[src/rtl/hazard_forward_ctrl.sv]
// Execute-stage hazard unit: ALU source forwarding selects, stall detection, memory-wait freeze, stall counter.
// Define FORWARDING_EN for MEM/WB forwarding with load-use stalls; otherwise every RAW hazard on EX/MEM stalls.
module hazard_forward_ctrl #(
    parameter int MEM_WAIT = 2,
    parameter int CNT_W    = 16
) (
    input  logic             clk,
    input  logic             rst,
    input  logic [3:0]       idSrc1,
    input  logic [3:0]       idSrc2,
    input  logic             idUsesSrc1,
    input  logic             idUsesSrc2,
    input  logic             idValid,
    input  logic [3:0]       exeDest,
    input  logic             exeWbEn,
    input  logic             exeMemREn,
    input  logic [3:0]       memDest,
    input  logic             memWbEn,
    input  logic             memAccess,
    input  logic [3:0]       wbDest,
    input  logic             wbWbEn,
    output logic [1:0]       selSrc1,
    output logic [1:0]       selSrc2,
    output logic             hazardStall,
    output logic             memFreeze,
    output logic [CNT_W-1:0] stallCount
);

    localparam int WAIT_W = (MEM_WAIT > 2) ? $clog2(MEM_WAIT) : 1;
    localparam logic [WAIT_W-1:0] LAST_CNT = WAIT_W'(MEM_WAIT - 1);
    localparam bit WAIT_ON = (MEM_WAIT != 0);

    typedef enum logic [1:0] {
        IDLE    = 2'd0,
        WAIT    = 2'd1,
        RELEASE = 2'd2
    } memState_t;

    memState_t          stateReg;
    logic [WAIT_W-1:0]  cntReg;
    logic [CNT_W-1:0]   stallCountReg;
    logic               accessStart;
    logic               rawHazard;
    logic [3:0]         idSrc [2];
    logic [1:0]         idUses;
    logic [1:0]         idHit;
    logic [1:0]         selSrc [2];

    assign idSrc[0] = idSrc1;
    assign idSrc[1] = idSrc2;
    assign idUses   = {idUsesSrc2, idUsesSrc1};
    assign selSrc1  = selSrc[0];
    assign selSrc2  = selSrc[1];

    // The freeze starts combinationally in IDLE so the access is held on its very first MEM cycle.
    assign accessStart = (stateReg == IDLE) && memAccess && WAIT_ON;
    assign memFreeze   = accessStart || (stateReg == WAIT);

    always_ff @(posedge clk) begin
        if (rst) begin
            stateReg <= IDLE;
            cntReg   <= '0;
        end else begin
            case (stateReg)
                IDLE: begin
                    if (accessStart) begin
                        cntReg   <= WAIT_W'(1);
                        stateReg <= (MEM_WAIT == 1) ? RELEASE : WAIT;
                    end
                end
                WAIT: begin
                    cntReg <= cntReg + WAIT_W'(1);
                    if (cntReg == LAST_CNT) begin
                        stateReg <= RELEASE;
                    end
                end
                RELEASE: stateReg <= IDLE;
                default: stateReg <= IDLE;
            endcase
        end
    end

`ifdef FORWARDING_EN
    genvar gi;
    generate
        for (gi = 0; gi < 2; gi++) begin : g_src
            logic [3:0] exSrcReg;
            logic       exUsesReg;

            // EX copy of the source: held during a freeze, emptied when a bubble is inserted.
            always_ff @(posedge clk) begin
                if (rst) begin
                    exSrcReg  <= '0;
                    exUsesReg <= 1'b0;
                end else if (memFreeze) begin
                    exSrcReg  <= exSrcReg;
                    exUsesReg <= exUsesReg;
                end else if (hazardStall) begin
                    exUsesReg <= 1'b0;
                end else begin
                    exSrcReg  <= idSrc[gi];
                    exUsesReg <= idUses[gi] && idValid;
                end
            end

            assign selSrc[gi] = (exUsesReg && memWbEn && (memDest == exSrcReg)) ? 2'b01 :
                                (exUsesReg && wbWbEn  && (wbDest  == exSrcReg)) ? 2'b10 : 2'b00;
            assign idHit[gi]  = idUses[gi] && (idSrc[gi] == exeDest);
        end
    endgenerate

    // Only a load in EX is unresolvable by forwarding; ALU results reach EX from MEM next cycle.
    assign rawHazard = idValid && exeWbEn && exeMemREn && (|idHit);
`else
    logic unusedNoFwd;
    assign unusedNoFwd = ^{exeMemREn, wbDest, wbWbEn};

    genvar gi;
    generate
        for (gi = 0; gi < 2; gi++) begin : g_src
            assign selSrc[gi] = 2'b00;
            // WB producers are excluded: the register file writes in the first half-cycle.
            assign idHit[gi]  = idUses[gi] &&
                                ((exeWbEn && (idSrc[gi] == exeDest)) ||
                                 (memWbEn && (idSrc[gi] == memDest)));
        end
    endgenerate

    assign rawHazard = idValid && (|idHit);
`endif

    assign hazardStall = rawHazard && !memFreeze;

    always_ff @(posedge clk) begin
        if (rst) begin
            stallCountReg <= '0;
        end else if ((hazardStall || memFreeze) && (stallCountReg != {CNT_W{1'b1}})) begin
            stallCountReg <= stallCountReg + CNT_W'(1);
        end
    end

    assign stallCount = stallCountReg;

endmodule
[config.mk]
export PLATFORM = sky130hd
export DESIGN_NAME = hazard_forward_ctrl
export DESIGN_NICKNAME = d
export VERILOG_FILES = /design/src/rtl/hazard_forward_ctrl.sv
export SDC_FILE = /design/constraint.sdc
export NUM_CORES = 1
export LEC_CHECK = 0
export CORE_UTILIZATION = 46
export CTS_CLUSTER_SIZE = 12
export DETAILED_ROUTE_END_ITERATION = 10
export PLACE_DENSITY = 0.82
export SLEW_MARGIN = 20
export SYNTH_ARGS = -nofsm -noshare
export SYNTH_HDL_FRONTEND = slang
export SYNTH_SLANG_ARGS = --single-unit
[constraint.sdc]
create_clock -name clk -period 4.41 [get_ports clk]
set_input_delay 0.441 -clock clk [delete_from_list [all_inputs] [get_ports clk]]
set_output_delay 0.441 -clock clk [all_outputs]
set_load 0.02 [all_outputs]
## After elaboration in Yosys (flattened, before gate mapping)

Cells that the tools add are included.

- Input port bits: 30
- Word-level logic and storage cells: 38
- Register bits: 19

- Equality and inequality tests: 8
- $add $sub $neg: 2
- Mux-type cells: 5
- Reductions and logical operators: 20

Operators with widths:

| kind | count |
|---|---|
| $add 16x1->16 const B | 1 |
| $eq 4x4->1 | 4 |
| $ne 16x16->1 const B | 1 |
| $logic_and 1x1->1 | 10 |
| $logic_or 1x1->1 | 4 |
| $mux 2 | 2 |
| $ne 2x2->1 const B | 2 |
| $pmux 2 s2 | 1 |
| $reduce_and 2->1 | 2 |
| $eq 2x1->1 const B | 1 |
| $logic_not 2->1 | 1 |
| $pmux 1 s2 | 1 |
| $reduce_bool 2->1 | 1 |
| $reduce_or 2->1 | 1 |
| $add 1x1->1 const B | 1 |
| $logic_not 1->1 | 1 |
| $mux 1 | 1 |

## Logic depth before layout (Yosys ltp)

- Word-level depth: 9
- Depth in mapped cells: 8
- Gate-level depth less buffers: 8

## Worst setup path before layout

OpenSTA, ideal clock, no wires.

- Kind: register to register
- Start: register stallCountReg[2], in the netlist stallCount[2]
- End: register stallCountReg[9], in the netlist stallCount[9]
- Path slack: 2.415 ns
- Stages on the path, launching flop included: 8
- Data arrival time: 1.872 ns
- Setup time: 0.123 ns
- Clock period less this slack: 1.995 ns
- Data required time: 4.287 ns
- Path through: dfxtp_1 > nand3_1 > nor4_4 > a31oi_4 > a21boi_4 > buf_6 > nand4_1 > mux2_1

- Word-level cells in the longest chain between the ends: 2
- Elaborated cells on any way between the ends: 3

Ends and longest elaborated chain:

| item | RTL line | source |
|---|---|---|
| from (decl) | 41 | `logic [CNT_W-1:0] stallCountReg;` |
| from (signal assigned) | 138 | `stallCountReg <= stallCountReg + CNT_W'(1);` |
| branches (longest 2 deep; another with $add 16x1->16) | - |  |

Several ways; the timed one is not identified.
A chain may end at the register's enable or synchronous reset.

## Worst setup path after layout

- Start: input port idSrc1[3]
- End: output port hazardStall

- Word-level cells in the longest chain between the ends: 7
- Elaborated cells on any way between the ends: 9

Ends and longest elaborated chain:

| item | RTL line | source |
|---|---|---|
| from (decl) | 9 | `input logic [3:0] idSrc1,` |
| $eq 4x4->1, on equally long branches | 124, 125 |  |
| $logic_and 1x1->1, on equally long branches | 124, 125 |  |
| $logic_or 1x1->1 (*) | 124 | `((exeWbEn && (idSrc[gi] == exeDest)) \|\|` |
| $logic_and 1x1->1 (*) | 123 | `assign idHit[gi] = idUses[gi] &&` |
| $reduce_or 2->1 (*) | 129 | `assign rawHazard = idValid && (\|idHit);` |
| $logic_and 1x1->1 (*) | 129 |  |
| $logic_and 1x1->1 (*) | 132 | `assign hazardStall = rawHazard && !memFreeze;` |
| to (decl) | 24 | `output logic hazardStall,` |

Every way passes the cells marked *; elsewhere a longest branch is shown, timed or not.

==> implementation parameters <==
Parameter                              Value

Run
  Number of maximum-capacitance constraint violations ... 0

Timing
  Max-slew violation count ... 0
  RSZ-0062 raised after global routing ... false
  Period utilization ... 0.632
  Final hold violations ... 0
  Worst Tran Pin Value ... 0.893 ns
  Max Clock Skew ... 0.00783 ns
  Setup violations, final ... 0
  Tmin final ... 2.79 ns
  Sum of negative setup slack ... 0 ns
  Normalized max-slew margin ... 0.403
  Achievable clock frequency ... 359 MHz
  Setup WS post-layout ... 1.62 ns

Global routing
  Wire length of the first global-routing pass ... 4150 um
  Largest net degree at the start of global routing ... 28
  Global route total overflow ... 0
  Number of global-route vias before repair ... 1016
  Global Route Usage Sum ... 0.194
  Initial antenna violation count ... 0

Synthesis
  Register area share after synthesis ... 0.302
  Cell type contributing the most total cell area after synthesis ... dfxtp_1
  Post-synth EDFFs ... 0
  Post-synthesis average cell area ... 8.86 um2
  Post-Synthesis Cells ... 142
  Area of the mapped netlist ... 1260 um2
  Top cells by count, synth ... 19 x dfxtp_1, 19 x nor2_1, 15 x nand4_1
  Main flop type after synthesis ... dfxtp_1
  Distinct cell type count of the synthesized netlist ... 36
  Proportion of synthesized flip-flops having asynchronous set or reset ... 0
  Flip-flop and latch count after synthesis ... 19
  Number of warnings reported in the yosys synthesis log ... 0
  Synth top area share ... 0.302
  Biggest area contributors in the synthesized netlist ... dfxtp_1 30%, xor2_1 9.0%, nand4_1 7.5%, xnor2_1 6.3%, nor2_1 5.7%

Clock network
  Post-CTS Setup Inserts ... 0
  TritonCTS clock tree ... done
  H-tree levels ... 1
  Number of sinks handled by clock tree synthesis ... 19
  Clock slew seen by the registers of the worst setup and hold paths ... 0.10 ns
  Clock insertion delay at the later pin of the skew report ... 0.30 ns
  Number of CTS-inserted buffers ... 3
  Root Buffer Master ... clkbuf_4
  Number of hold-repair buffers added at the cts stage ... 0
  Clock tree buffer depth ... 2
  Resized cells post-CTS ... 0

Worst setup path
  Arrival time reported for the critical path endpoint ... 2.35 ns
  Critical Path End Type ... primary output
  Critical path data required time ... 3.97 ns
  Startpoint Class ... input pin
  Highest net fanout along the worst path ... 3
  Setup CP Type ... in -> out

Die
  DIE AREA ... 2950 um2
  Starting density of the core ... 0.499
  Die Span Y ... 54.3 um
  Chip width ... 54.3 um
  Number of cell rows ... 18
  Number of primary I/O pins ... 52
  Core Box Area ... 2520 um2

Cells and area
  Ratio of cells with drive above 1 in the final layout ... 0.0773
  Final nets ... 213
  Area growth, synth to finish ... 32.8%
  Count of antenna diodes in the layout ... 0

Power and ir drop
  Leakage power figure ... 0.654 nW
  Pwr Density ... 219 nW/um2
  Worst ir drop on vdd ... 0.174 mV
  Total design power ... 366 uW

Routing
  Avg Vias per Cell ... 5.50
  First-pass DRT Iterations ... 4
  Drt first-iter violations ... 31
  Number of nets with antenna violations after detailed routing ... 0
  Wirelength per Cell ... 12.5 um
  Final Routed Wirelength ... 2640 um
  Vias post-DR ... 1161
  Total DRC errors in the routed layout ... 0

Placement
  DP Worst Slack ... 1.61 ns
  IO buf count ... 41
  Post-detailed-placement half-perimeter wirelength ... 2140 um
  Routability-driven placement congestion ratio ... 0.741

Status
  Run status ... finished clean

Min path
  Worst hold path class ... reg -> reg
-- final cells by class --
class	count	area, um2
Fill cell	207	851
Multi-Input combinational cell	114	806
Timing Repair Buffer	41	410
Sequential cell	19	380
Tap cell	30	37.5
Clock buffer	4	26.3
Inverter	3	11.3
-- metal layers --
metal | part of all wire | GRT usage | up-vias
li1 | - | - | 575
met1 | 0.42 | 0.212 | 538
met3 | 0.050 | 0.0417 | 6
met4 | 0.014 | 0.0641 | 0
met5 | 0 | 0 | -
met2 | 0.51 | 0.364 | 42
-- cells by family after synthesis --
logic type	after synthesis	share of synthesized area
AND/OR/NAND/NOR	63	0.285
XOR/XNOR	22	0.153
flip-flops	19	0.302
AO/OA/AOI/OAI	16	0.110
buffers and inverters	12	0.0666
multiplexers	8	0.0696
adder cells (fa/ha/maj)	1	0.00994
other	1	0.00298
-- worst max-delay path, cell delays in order --
cell and delay [ns]:
clkdlybuf4s50_1 0.45, xor2_1 0.19, nor3_1 0.19, nand4_1 0.14, nand4_1 0.16, and3_1 0.17
clkdlybuf4s50_1 0.59
-- power breakdown --
part	internal (mW)	total (mW)	leakage, nW	switching, mW
Combinational	0.0469	0.0925	0.485	0.0455
Clock	0.0353	0.0887	0.0150	0.0534
Sequential	0.177	0.185	0.154	0.00767
-- registers in the layout, summed over array words and instances, names as in the netlist --
register	count
cntReg	1
stallCount	16
stateReg	2
-- metrics by stage --
step | cell area [um2] | instances | util | hold slack, ns
floorplan | 1270 | 145 | - | 0.446
global placement | 1650 | 207 | 0.652 | 0.456
detailed placement | 1650 | 207 | 0.652 | 0.473
CTS | 1670 | 211 | 0.663 | 0.489
global route | 1670 | 211 | 0.663 | 0.504
finish | 1670 | 211 | 0.663 | 0.484
-- cell usage in the layout, fill, tap and decap left out, types with 2 or more instances in the layout --
cell and instances:
conb_1 4, xnor2_1 9, a31o_2 2, nand2_1 2, nor2b_1 6, mux2_1 4, xor2_1 13, a211oi_1 2
nor2_1 19, inv_1 3, mux2_2 2, a21oi_1 7, nor3_1 6, dfxtp_1 19, mux2i_1 2, clkbuf_4 3
and3_1 6, nand4_1 15, clkdlybuf4s50_1 41
-- final timing paths --
kind | from | to | slack, ns | cells after the start
max | idSrc1[3] | hazardStall | 1.62 | 7
min | cntReg | cntReg | 0.48 | 2
max reg2reg | stallCount[0] | stallCount[14] | 2.34 | 5
min reg2reg | cntReg | cntReg | 0.48 | 2
Note: power is estimated with default switching activity, not from simulation.
==> RTL change 1, RTL diff (same flow settings) <==
`CNT_W`: 16 -> 32.
--- a/src/rtl/hazard_forward_ctrl.sv
+++ b/src/rtl/hazard_forward_ctrl.sv
@@ -2,7 +2,7 @@
 // Define FORWARDING_EN for MEM/WB forwarding with load-use stalls; otherwise every RAW hazard on EX/MEM stalls.
 module hazard_forward_ctrl #(
     parameter int MEM_WAIT = 2,
-    parameter int CNT_W    = 16
+    parameter int CNT_W    = 32
 ) (
     input  logic             clk,
     input  logic             rst,
Ports: changed (resized stallCount); port bits go from 52 to 68. The function was not compared with the original's and may differ.
==> RTL change 1 against the unedited design <==
- cell area increased by 59%
- largest power group unchanged
- wire length increased by 81%
- worst setup slack got worse by 0.48 ns
- via count increased by 66%
- sequential cell count increased by 16
- combinational power decreased by 4.0%
- register-to-register slack got worse by 0.37 ns
- global-route usage increased by 2.2 points
- power increased by 75%
- first-iteration DRC count increased to 2.9 times the old value
- synthesized area increased by 58%
- count of clock-buffer cells in the layout increased by 3
- largest cell class unchanged
==> RTL change 1: results <==
[worst_setup_path]
cp.arrival_ns = 2.83
reg2regPathDepth = 6
crit_fanout = 11
regToRegSetupSlack_ns = 1.97
worstReg2RegEnd = stallCount[28]
max_stage_delay_ns = 0.61
startpoint = memDest[3]
reg2reg_from = stallCount[15]

[final_layout]
diodes = 0
final_nets = 325
fin_cells = 345
largest_reg_flops = 32

[pwr]
p_sw_share_pct = 25.6
vdd_drop_max_mv = 0.179
leakage_nw = 0.873

[yosys]
synth.distinct_cells = 40
yosys-top-cells-area = dfxtp_1 35%, xor2_1 6.2%, a21oi_1 4.8%
muxShareOfSynthArea_pct = 2.14
synthCells = 238
synth_xor_area_share_pct = 10.6
synth_seq_cells = 35
yosys-top-cells-count = 35 x dfxtp_1, 19 x a21oi_1, 17 x nor2_1
synth-compound-area-share_pct = 17.4
yosysSeqAreaShare_pct = 35.2
synthAdderAreaFrac_pct = 0.628

[cts]
path_clk_slew_ns = 0.07
cts_buffers = 5
htree_levels = 2
cts_setup_buffers = 0
clk_path_buf_depth = 2

[drt]
wl_per_cell_um = 13.8
via_count = 1925
initialDrtViolationCount = 90

[outcome]
status = finished, final reports clean

[timing]
skew_ns = 0.00344
timing.final.ws_setup_ns = 1.14
slew_headroom_pct = 40.4

[global_route]
grt_max_degree = 25
grt_pass1_wl_um = 7330
first_global_vias = 1666

[placement]
place_hpwl_um = 3370
portBuffers = 57
place_congestion = 0.831

[worst_hold_path]
min_from = stateReg[1]
-- RTL change 1: cell families after synthesis --
logic type | after synthesis
flip-flops | 35
adder cells (fa/ha/maj) | 1
AND/OR/NAND/NOR | 101
XOR/XNOR | 24
AO/OA/AOI/OAI | 51
multiplexers | 4
buffers and inverters | 21
other | 1
-- RTL change 1: power groups by stage --
stage / logic (W) / clock network, W / registers (W)
6_report: 0.0000888 / 0.000224 / 0.000328
5_1_grt: 0.0000981 / 0.000247 / 0.000328
4_1_cts: 0.0000898 / 0.000229 / 0.000327
3_5_place_dp: 0.0000890 / 0 / 0.000335
3_3_place_gp: 0.0000869 / 0 / 0.000334
2_1_floorplan: 0.0000472 / 0 / 0.000338
-- RTL change 1: worst min-delay path by stage --
stage               slack (ns)          end  cells past startpoint
floorplan                 0.45  stateReg[1]                      1
global placement          0.47  stateReg[1]                      1
detailed placement        0.47  stateReg[0]                      1
CTS                       0.48  stateReg[0]                      1
global route              0.52  stateReg[1]                      1
finish                    0.48  stateReg[0]                      1
-- RTL change 1: layout make-up --
type / count / area, um2
Clock inverter: 1 / 5.00
Fill cell: 372 / 1430
Sequential cell: 35 / 701
Inverter: 8 / 30.0
Tap cell: 50 / 62.6
Multi-Input combinational cell: 185 / 1190
Timing Repair Buffer: 59 / 586
Clock buffer: 7 / 76.3
-- RTL change 1: through the flow --
stage	util [%]	hold slack (ns)	cell area [um2]
2_1_floorplan	-	0.446	2000
3_3_place_gp	62.9	0.471	2570
3_5_place_dp	62.9	0.474	2570
4_1_cts	64.9	0.484	2650
5_1_grt	64.9	0.522	2650
6_report	64.9	0.482	2650
-- RTL change 1: layer usage --
metal	vias to the layer above	global-route usage [%]	routed length, um
li1	971	-	-
met1	898	24.9	2110
met2	50	36.8	2290
met3	6	7.09	314
met4	0	7.81	61
met5	-	0	0
==> RTL change 2, RTL diff (same settings) <==
Without the edit above. Register the output `stallCount` once more; this adds one clock of latency there. The other outputs are not delayed to match.
--- a/src/rtl/hazard_forward_ctrl.sv
+++ b/src/rtl/hazard_forward_ctrl.sv
@@ -139,6 +139,8 @@
         end
     end
 
-    assign stallCount = stallCountReg;
+    always_ff @(posedge clk) begin
+        stallCount <= stallCountReg;
+    end
 
 endmodule
Behaviour: not the same (Yosys sat finds a counterexample within 4 cycles, from zero or initial values and one cycle with rst high).
==> RTL change 2 against the unedited design <==
- cell area grew 34%
- count of clock-buffer cells in the layout grew 2
- first-iteration DRC count increased by 120%
- sequential cell count grew 16
- critical path type unchanged
- critical path depth is 1 higher
- worst setup slack got worse by 0.13 ns
- largest cell class unchanged
- utilization is 1.7 points lower
- wire length up 29%
- synthesized area is 38% higher
- power rose by 71%
==> RTL change 2: results <==
[cts]
cts_buffers = 5
path_clk_slew_ns = 0.06
clk_latency_ns = 0.28
htree_levels = 2
cts-root-buf = clkbuf_8
clk_path_buf_depth = 2

[global_route]
antenna_found_initial = 0
grt_util_met2_pct = 29.5
grt_pass1_wl_um = 5850
first_global_vias = 1388
met3_usage_pct = 4.35
grt_max_degree = 33
grtUsageTotal_pct = 18.4
use_met1_pct = 23.2

[worst_setup_path]
max_stage_delay_ns = 0.61
crit_family = buffers and inverters
cp_slowest_cell = clkdlybuf4s50_1
crit_fanout = 14
cp.arrival_ns = 2.48

[pwr]
clkPwrFrac_pct = 32.1
leakage_nw = 0.808
p_sw_w = 0.000152
vdd_drop_max_mv = 0.201

[placement]
place_congestion = 0.744
postPlaceCellArea_um2 = 2170
place_hpwl_um = 2530

[yosys]
yosys-top-cells-area = dfxtp_1 40%, mux2_2 6.5%, xor2_1 6.0%
yosys-top-cells-count = 35 x dfxtp_1, 19 x nor2_1, 15 x nand3_1
synth.distinct_cells = 41
yosysSeqAreaShare_pct = 40.3

[timing]
slew_headroom_pct = 42.8
skew_ns = 0.00372

[drt]
via_count = 1458
initialDrtViolationCount = 67
firstDrtPassIters = 4
wl_per_cell_um = 12.6

[final_layout]
reg_top3 = stallCountReg (16), stallCount (16), stateReg (2)
diodes = 0
fill_cells = 300
final_nets = 256
drive_gt1_share_pct = 13.4

[outcome]
status = finished, final reports clean
## RTL change 2: cell types whose count changed in the layout (fill, tap and decap cells not counted), moves of 5 or more
cell and delta:
dfxtp_1 +16, nand3_1 +14, nand4_1 -9, mux2_2 +8, and3_1 -6, clkbuf_8 +5
nand2_1 +5, nor2b_1 +5, xnor2_1 -5
## RTL change 2: stage by stage
stage / cells / util [%] / setup slack, ns / hold WS (ns)
final: 270 / 64.5 / 1.49 / 0.378
after global routing: 270 / 64.5 / 1.37 / 0.402
after CTS: 270 / 64.7 / 1.46 / 0.382
after detailed placement: 264 / 62.6 / 1.46 / 0.368
after global placement: 264 / 62.6 / 1.50 / 0.372
after floorplan: 185 / - / 2.40 / 0.326
## RTL change 2: logic make-up (layout without fill, tap and decap cells)
logic type	count (synthesis)	after routing	synth area share [%]
other	1	4	0.216
buffers and inverters	15	54	4.68
adder cells (fa/ha/maj)	1	1	0.719
XOR/XNOR	16	16	8.06
AND/OR/NAND/NOR	75	75	24.8
AO/OA/AOI/OAI	25	25	12.3
flip-flops	35	35	40.3
multiplexers	14	14	8.92
## RTL change 2: area by class of cell
| cell class | instances | share of cell area (%) |
|---|---|---|
| tap | 46 | 2.57 |
| inverter | 5 | 0.838 |
| timing repair buffer | 43 | 18.8 |
| multi-input combinational | 135 | 43.3 |
| sequential | 35 | 31.3 |
| clock buffer | 6 | 3.24 |
## RTL change 2: final timing paths
path,slack (ns),from,end,cells past startpoint
setup / recovery,1.49,exeDest[0],hazardStall,8
hold / removal,0.38,stallCountReg[15],stallCount[15],0
setup reg to reg,2.36,stallCountReg[2],stallCountReg[9],6
hold reg to reg,0.38,stallCountReg[15],stallCount[15],0
## RTL change 2: metal layers
metal | routed length [um] | vias to the layer above | share of wire [%]
met5 | 0 | - | 0
met1 | 1580 | 682 | 46
li1 | - | 736 | -
met2 | 1600 | 35 | 47
met4 | 49 | 0 | 1.4
met3 | 172 | 5 | 5.1
## RTL change 2: power groups by stage
stage	clock, W	combinational [W]	sequential (W)
after CTS	0.000208	0.0000934	0.000333
after detailed placement	0	0.0000935	0.000340
final	0.000201	0.0000927	0.000333
after global routing	0.000221	0.000101	0.000335
after floorplan	0	0.0000478	0.000343
after global placement	0	0.0000918	0.000340
